--- config.mk ---
export PLATFORM = sky130hd
export DESIGN_NAME = pipelined_slice_adder_flat
export DESIGN_NICKNAME = d
export VERILOG_FILES = /design/src/rtl/pipelined_slice_adder_if.sv /design/src/rtl/pipelined_slice_adder.sv /design/src/flat_wrapper.sv
export SDC_FILE = /design/constraint.sdc
export NUM_CORES = 1
export LEC_CHECK = 0
export ABC_AREA = 1
export CAP_MARGIN = 20
export CORE_MARGIN = 2
export CORE_UTILIZATION = 58
export CTS_CLUSTER_SIZE = 14
export DETAILED_ROUTE_END_ITERATION = 8
export GPL_TIMING_DRIVEN = 0
export PLACE_DENSITY = 0.86
export REMOVE_ABC_BUFFERS = 1
export SLEW_MARGIN = 20
export SYNTH_ARGS = -nofsm -noshare
export SYNTH_HDL_FRONTEND = slang
export SYNTH_SLANG_ARGS = --single-unit
--- constraint.sdc ---
create_clock -name Clk -period 3.4 [get_ports Clk]
set_input_delay 0.51 -clock Clk [delete_from_list [all_inputs] [get_ports Clk]]
set_output_delay 0.51 -clock Clk [all_outputs]
set_load 0.005 [all_outputs]
--- src/rtl/pipelined_slice_adder_if.sv ---
// Operand/result bundle for pipelined_slice_adder.
//
// master : the producer/consumer side. It drives the operands and in_valid,
//          drives out_ready, and observes in_ready and the result bundle.
// slave  : the adder itself.
//
// Signals:
//   in_valid / in_ready   : operand handshake
//   A, B                  : WIDTH-bit operands
//   c_in                  : carry-in, used for add only
//   sub                   : 0 = A+B+c_in, 1 = A-B
//   out_valid / out_ready : result handshake
//   S                     : WIDTH-bit sum or difference
//   c_out                 : carry out of the MSB (for sub, 1 = no borrow)
//   ovf                   : two's-complement overflow
//   sub_out               : sub flag that travelled with the result
interface pipelined_slice_adder_if #(
  parameter int WIDTH = 16
);
  logic             in_valid;
  logic             in_ready;
  logic [WIDTH-1:0] A;
  logic [WIDTH-1:0] B;
  logic             c_in;
  logic             sub;
  logic             out_valid;
  logic             out_ready;
  logic [WIDTH-1:0] S;
  logic             c_out;
  logic             ovf;
  logic             sub_out;

  modport master (
    output in_valid, A, B, c_in, sub, out_ready,
    input  in_ready, out_valid, S, c_out, ovf, sub_out
  );

  modport slave (
    input  in_valid, A, B, c_in, sub, out_ready,
    output in_ready, out_valid, S, c_out, ovf, sub_out
  );
endinterface

--- src/rtl/pipelined_slice_adder.sv ---
// Pipelined add/subtract unit with valid/ready handshakes on both sides.
//
// The WIDTH-bit datapath is cut into STAGES = WIDTH/SLICE slices. Stage k adds
// operand bits [k*SLICE +: SLICE] with the carry registered by stage k-1 and
// registers the result, so the carry ripples through the pipeline registers.
// Latency is STAGES cycles, throughput one operation per clock.
//
// Ports:
//   Clk   : rising-edge clock
//   Reset : synchronous, active-high; clears every stage (valid and data)
//   bus   : pipelined_slice_adder_if.slave -- operand and result bundles
//
// The whole pipeline advances on one global enable, advance = !out_valid ||
// out_ready, which is also in_ready. When the result is stalled every stage
// holds, so a full pipeline freezes without losing or duplicating anything.
module pipelined_slice_adder #(
  parameter int WIDTH = 16,
  parameter int SLICE = 4
) (
  input  logic                    Clk,
  input  logic                    Reset,
  pipelined_slice_adder_if.slave  bus
);

  localparam int SLICE_SAFE = (SLICE < 1) ? 1 : SLICE;
  localparam int STAGES     = WIDTH / SLICE_SAFE;

  if ((SLICE < 1) || ((WIDTH % SLICE_SAFE) != 0)) begin : g_bad_params
    $fatal(1, "pipelined_slice_adder: WIDTH must be a positive multiple of SLICE");
  end

  // One pipeline stage. s holds the completed low result bits; a/b hold the
  // operands (b already inverted for subtraction) for the slices still to do.
  typedef struct packed {
    logic             valid;
    logic             carry;
    logic             ovf;
    logic             sub;
    logic [WIDTH-1:0] s;
    logic [WIDTH-1:0] a;
    logic [WIDTH-1:0] b;
  } stage_t;

  stage_t entry;
  stage_t last;
  logic   advance;

  assign advance = !last.valid || bus.out_ready;

  // Subtraction is A + ~B + 1, so the inversion and the forced carry happen
  // once at entry and the slices only ever add.
  always_comb begin
    entry       = '0;
    entry.valid = bus.in_valid;
    entry.sub   = bus.sub;
    entry.carry = bus.sub ? 1'b1 : bus.c_in;
    entry.a     = bus.A;
    entry.b     = bus.sub ? ~bus.B : bus.B;
  end

  for (genvar k = 0; k < STAGES; k++) begin : g_stage
    stage_t           src;
    stage_t           nxt;
    stage_t           q;
    logic [SLICE_SAFE:0] slice_sum;
    logic             carry_msb;

    if (k == 0) begin : g_src
      assign src = entry;
    end else begin : g_src
      assign src = g_stage[k-1].q;
    end

    assign slice_sum = {1'b0, src.a[k*SLICE_SAFE +: SLICE_SAFE]}
                     + {1'b0, src.b[k*SLICE_SAFE +: SLICE_SAFE]}
                     + (SLICE_SAFE+1)'(src.carry);

    // Carry into the slice's top bit, recovered from that bit's sum and inputs.
    assign carry_msb = slice_sum[SLICE_SAFE-1]
                     ^ src.a[k*SLICE_SAFE + SLICE_SAFE-1]
                     ^ src.b[k*SLICE_SAFE + SLICE_SAFE-1];

    // NOTE: nxt starts as a full copy of src so every field has a value on
    // every path; without that default the partial updates would infer latches.
    always_comb begin
      nxt                                  = src;
      nxt.s[k*SLICE_SAFE +: SLICE_SAFE]    = slice_sum[SLICE_SAFE-1:0];
      nxt.carry                            = slice_sum[SLICE_SAFE];
      nxt.ovf                              = slice_sum[SLICE_SAFE] ^ carry_msb;
    end

    // NOTE: data is cleared on reset along with the valid bit so the result
    // port reads all-zero after reset, not just out_valid=0; state updates are
    // non-blocking so every stage samples its predecessor's pre-edge value.
    always_ff @(posedge Clk) begin
      if (Reset) begin
        q <= '0;
      end else if (advance) begin
        q <= nxt;
      end
    end
  end

  assign last = g_stage[STAGES-1].q;

  assign bus.in_ready  = advance;
  assign bus.out_valid = last.valid;
  assign bus.S         = last.s;
  assign bus.c_out     = last.carry;
  assign bus.ovf       = last.ovf;
  assign bus.sub_out   = last.sub;

  // The last stage has no slices left, so its pending operands are dead.
  logic unused_pending;
  assign unused_pending = ^{last.a, last.b};

endmodule

--- src/flat_wrapper.sv ---
// flat-port wrapper written by rule: the top's interface ports become plain ports
module pipelined_slice_adder_flat 
#(
  parameter int WIDTH = 16,
  parameter int SLICE = 4
)
  (Clk, Reset, bus_in_valid, bus_A, bus_B, bus_c_in, bus_sub, bus_out_ready, bus_in_ready, bus_out_valid, bus_S, bus_c_out, bus_ovf, bus_sub_out);
  pipelined_slice_adder_if #(.WIDTH(WIDTH)) bus_i ();
  input  logic Clk;
  input  logic Reset;
  input wire logic [$bits(bus_i.in_valid)-1:0] bus_in_valid;
  input wire logic [$bits(bus_i.A)-1:0] bus_A;
  input wire logic [$bits(bus_i.B)-1:0] bus_B;
  input wire logic [$bits(bus_i.c_in)-1:0] bus_c_in;
  input wire logic [$bits(bus_i.sub)-1:0] bus_sub;
  input wire logic [$bits(bus_i.out_ready)-1:0] bus_out_ready;
  output wire logic [$bits(bus_i.in_ready)-1:0] bus_in_ready;
  output wire logic [$bits(bus_i.out_valid)-1:0] bus_out_valid;
  output wire logic [$bits(bus_i.S)-1:0] bus_S;
  output wire logic [$bits(bus_i.c_out)-1:0] bus_c_out;
  output wire logic [$bits(bus_i.ovf)-1:0] bus_ovf;
  output wire logic [$bits(bus_i.sub_out)-1:0] bus_sub_out;
  assign bus_i.in_valid = bus_in_valid;
  assign bus_i.A = bus_A;
  assign bus_i.B = bus_B;
  assign bus_i.c_in = bus_c_in;
  assign bus_i.sub = bus_sub;
  assign bus_i.out_ready = bus_out_ready;
  assign bus_in_ready = bus_i.in_ready;
  assign bus_out_valid = bus_i.out_valid;
  assign bus_S = bus_i.S;
  assign bus_c_out = bus_i.c_out;
  assign bus_ovf = bus_i.ovf;
  assign bus_sub_out = bus_i.sub_out;
  pipelined_slice_adder #(.WIDTH(WIDTH), .SLICE(SLICE)) u_core (.Clk(Clk), .Reset(Reset), .bus(bus_i));
endmodule
**Word-level counts from Yosys, hierarchy flattened**

Index checks and enable logic that the tools add are counted.
W data, S select, Z words.

- $add $sub $neg: 8
- Mux-type cells: 2
- Bitwise logic cells: 4
- Reduce and logical (&&, ||, !) cells: 2

Operators by type and width:

| cell | count |
|---|---|
| $add A4 B4 Y5 | 4 |
| $add A5 B1 Y5 | 4 |
| $mux W16 | 1 |
| $not A16 Y16 | 1 |
| $xor A1 B1 Y1 | 3 |
| $logic_not A1 Y1 | 1 |
| $logic_or A1 B1 Y1 | 1 |
| $mux W1 | 1 |

- Register bits: 149
- Bits of input ports: 38
- Output and inout port bits: 21
- Word-level logic and storage cells: 39

**Depth between registers and ports, before layout**

- Depth after elaboration: 5
- Depth in mapped cells: 13
- Gate-level depth less buffers: 13

**Worst setup path before layout**

Ideal clock, no wire load.

- Path kind: input-to-reg
- Start: in bus_sub
- End: reg u_core.g_stage[0].q[33] (netlist name)
- Setup time: 0.070 ns
- Data arrival time: 2.065 ns
- Data required time: 3.330 ns
- Path slack: 1.266 ns
- Cell stages on the path: 7
- Path buffers: 2
- Path through: buf_4 -> buf_6 -> or2_2 -> fa_1 -> inv_1 -> fa_1 -> a21oi_1

- Word-level cells in the longest chain between the ends: 3
- Elaborated cells between the ends (all ways): 4
- Classes of those cells: 2 x add/sub; 2 x mux

RTL lines:

| element | RTL line | source |
|---|---|---|
| from (decl) | flat_wrapper.sv:15 | `input wire logic [$bits(bus_i.sub)-1:0] bus_sub;` |
| $mux W16 | pipelined_slice_adder.sv:58 | `entry.b = bus.sub ? ~bus.B : bus.B;` |
| $add A4 B4 Y5 | pipelined_slice_adder.sv:75 | `+ {1'b0, src.b[k*SLICE_SAFE +: SLICE_SAFE]}` |
| $add A5 B1 Y5 * | pipelined_slice_adder.sv:76 | `+ (SLICE_SAFE+1)'(src.carry);` |
| to (signal assigned) | pipelined_slice_adder.sv:99 | `q <= nxt;` |
| to (decl) | pipelined_slice_adder.sv:64 | `stage_t q;` |

Every way passes the cells marked *; elsewhere a longest branch is shown, timed or not.
A chain may end at the register's enable or synchronous reset.

**Final worst setup path**

- Start: in bus_out_ready
- End: out bus_in_ready

- Word-level cells in the longest chain between the ends: 1

RTL lines:

| element | RTL line | source |
|---|---|---|
| from (decl) | flat_wrapper.sv:16 | `input wire logic [$bits(bus_i.out_ready)-1:0] bus_out_ready;` |
| $logic_or A1 B1 Y1 | pipelined_slice_adder.sv:48 | `assign advance = !last.valid \|\| bus.out_ready;` |
| to (decl) | flat_wrapper.sv:17 | `output wire logic [$bits(bus_i.in_ready)-1:0] bus_in_ready;` |

No other way between the ends.

==> results.tsv <==
stage	metric	value	unit
run_status	run status	completed	
worst_setup_path	crit path to	bus_in_ready	
power_and_ir_drop	Leakage	2.27	nW
clocking	Post-CTS Resized	0	
finish	share of cells above drive strength 1	0.0391	
die	Row Count	31	
timing	period utilisation layout	0.961	
finish	final net count	617	
timing	RSZ-0062 raised after global routing	no	
timing	Setup TNS Final	0	ns
timing	Final Setup Violations	0	
yosys	Gate Count Post-Synth	521	
yosys	Mapped Area	0.00426	mm^2
global_route	first-pass GRT wire length	13500	um
placed_design	Port Buf Inserts	58	
worst_setup_path	R2R depth	9	
route	DR vias/cell	5.15	
worst_setup_path	Worst Path Max Fanout	70	
die	area of the core	0.00718	mm^2
global_route	vias in the first global route	3184	
clocking	worst-case clock buffer depth	2	
die	Ports	59	
yosys	EDFF count, synth	0	
route	routed len/inst	11.9	um
die	Die X	89.7	um
yosys	Post-synth top cells	nor2_1, dfxtp_1, o21ai_0	
timing	Hold Slack	0.451	ns
worst_setup_path	CP Launch Type	input port	
timing	Hold Violations, Final	0	
yosys	Synth Register Bits	101	
die	Die H	89.7	um
clocking	CTS Buf Count	9	
die	Initial Utilization	0.594	
worst_setup_path	Setup CP Type	input port to output pin	
yosys	post-synthesis async set-or-reset flop share	0	
route	total wire length	7880	um
clocking	clock latency on the worst-skew pair	0.35	ns
timing	worst slew pin tran	1.09	ns
clocking	setup bufs post-CTS	0	
finish	final instance area	0.00503	mm^2
yosys	Seq/Total Area, Yosys	0.475	
clocking	CTS tree	built	
global_route	Total Routing Usage GR	0.201	
timing	fmax	0.306	GHz
route	ANT nets after route	0	
global_route	largest net degree at the start of global routing	101	
timing	max-slew violations	0	
timing	Slew headroom	0.270	
worst_setup_path	Setup crit end kind	output pin	
global_route	antenna violations before repair	0	
clocking	CTS Root Cell	clkbuf_8	
yosys	top-count cell post-synth	nor2_1	
min_path	Hold Crit Class	flop to flop	
die	Die ar.	0.00805	mm^2
route	# DRC	0	
clocking	post-cts hold buffer count	0	
global_route	global route overflow	0	
finish	# diodes	0	
clocking	clock-pin slew on the worst setup and hold paths	0.09	ns
placed_design	hpwl dp	5130	um
worst_setup_path	CP Launch Point	bus_out_ready	
worst_setup_path	reg-to-reg endpoint	u_core.g_stage[0].q[35]	
route	Pre-antenna DRT Iters	4	
yosys	Main synth FF type	dfxtp_1	
worst_setup_path	Critical R2R Launch	u_core.bus.out_valid	
placed_design	area post-placement	0.00482	mm^2
route	vias	3401	
worst_setup_path	Worst Path Arrival	2.76	ns
worst_setup_path	Crit path required time	2.89	ns
power_and_ir_drop	Max VDD drop	0.214	mV
route	First DRT Iteration DRCs	160	
timing	Fin Clk Skew	0.00995	ns
yosys	average size of a mapped cell	8.18	um^2
yosys	Area contributors post-synth	dfxtp_1, nor2_1, o21ai_0	
yosys	largest area contributor in the netlist	dfxtp_1	
finish	area delta synth->final	18.0	%
yosys	Synth Warn #	0	
placed_design	GPL Wtd Cong	0.817	
clocking	Max H-tree Level	3	
worst_setup_path	R2R setup slack	1.42	ns
job	MaxCap Viol Count	0	
yosys	share of the synthesized area in the top cell type	0.475	
power_and_ir_drop	Cell Pwr Density	479	mW/mm^2
timing	Min Clock Period, post-route	3.27	ns
yosys	library cells used by synthesis	23	
clocking	CTS Sinks	101	
==> per-layer routing <==
layer  routed length, um  track usage  vias up
met5                   0            0        -
met4                 151       0.0936        0
met3                 239       0.0344       18
met2                4070        0.372       55
met1                3420        0.222     1578
li1                    -            -     1750
==> cells by family (layout without fill, tap and decap cells) <==
logic type	after synthesis	in the layout	share of synthesized area
AND/OR/NAND/NOR	161	161	0.148
AO/OA/AOI/OAI	142	142	0.171
flip-flops	101	101	0.475
buffers and inverters	74	115	0.0863
XOR/XNOR	23	23	0.0473
adder cells (fa/ha/maj)	20	20	0.0728
==> metrics by stage <==
| step | std cells | power (mW) | util | setup WS [ns] |
|---|---|---|---|---|
| 6_report | 661 | 2.41 | 0.701 | 0.132 |
| 5_1_grt | 661 | 2.52 | 0.701 | 0.0537 |
| 4_1_cts | 661 | 2.43 | 0.701 | 0.157 |
| 3_5_place_dp | 647 | 1.65 | 0.672 | 0.138 |
| 3_3_place_gp | 644 | 1.63 | 0.662 | -2.58 |
| 2_1_floorplan | 487 | 1.52 | - | -0.0693 |
==> power breakdown <==
part           switching, mW  internal, mW  leakage (nW)
registers             0.0470          1.28         0.832
clock network          0.377         0.407        0.0945
logic                  0.147         0.153          1.34
total                  0.572          1.84          2.27
==> layout make-up <==
cell class,instances,area [um^2]
Multi-Input combinational cell,346,1880
Tap cell,99,124
Sequential cell,101,2020
Inverter,40,155
Fill cell,590,2150
Clock inverter,4,75.1
Timing Repair Buffer,61,648
Clock buffer,10,128
==> critical path: stages <==
cell and delay [ns]:
clkdlybuf4s50_1 0.51, nor2_4 0.08, buf_12 0.17, buf_12 0.18
inv_4 0.38, buf_16 0.31, clkdlybuf4s50_1 0.55
==> how the worst min path moves through the flow <==
| stage | start | cells past startpoint | to | slack (ns) |
|---|---|---|---|---|
| global placement | u_core.g_stage[0].q[13] | 2 | u_core.g_stage[1].q[13] | 0.43 |
| finish | u_core.g_stage[0].q[14] | 2 | u_core.g_stage[1].q[14] | 0.45 |
| floorplan | u_core.g_stage[0].q[10] | 2 | u_core.g_stage[1].q[10] | 0.42 |
| CTS | u_core.g_stage[0].q[14] | 2 | u_core.g_stage[1].q[14] | 0.46 |
| global route | u_core.g_stage[0].q[14] | 2 | u_core.g_stage[1].q[14] | 0.48 |
| detailed placement | u_core.g_stage[0].q[12] | 2 | u_core.g_stage[1].q[12] | 0.44 |
==> state kept, by name (all words and copies together) (netlist names) <==
name / flops
u_core.bus.sub_out: 1
u_core.bus.S: 16
u_core.bus.c_out: 1
u_core.g_stage.q: 81
u_core.bus.ovf: 1
u_core.bus.out_valid: 1
==> layout by cell type (no fill, tap or decap) <==
cell type	synthesis	final
buf_12	0	2
a21oi_1	36	36
bufinv_16	0	2
buf_16	0	1
o211ai_2	1	1
o21ai_1	20	20
or2_2	1	1
fa_1	8	8
nor2_4	0	1
a21oi_2	1	1
inv_1	38	38
clkbuf_8	0	9
inv_4	0	2
o21ai_0	81	81
clkinvlp_4	0	2
nand3_1	14	14
clkdlybuf4s50_1	0	58
nand2_1	19	19
ha_1	12	12
xor2_1	10	10
or2_1	1	1
xnor2_1	13	13
dfxtp_1	101	101
o21bai_1	3	3
clkbuf_1	9	1
nor2_1	125	125
Note: power is estimated with default switching activity, not from simulation.
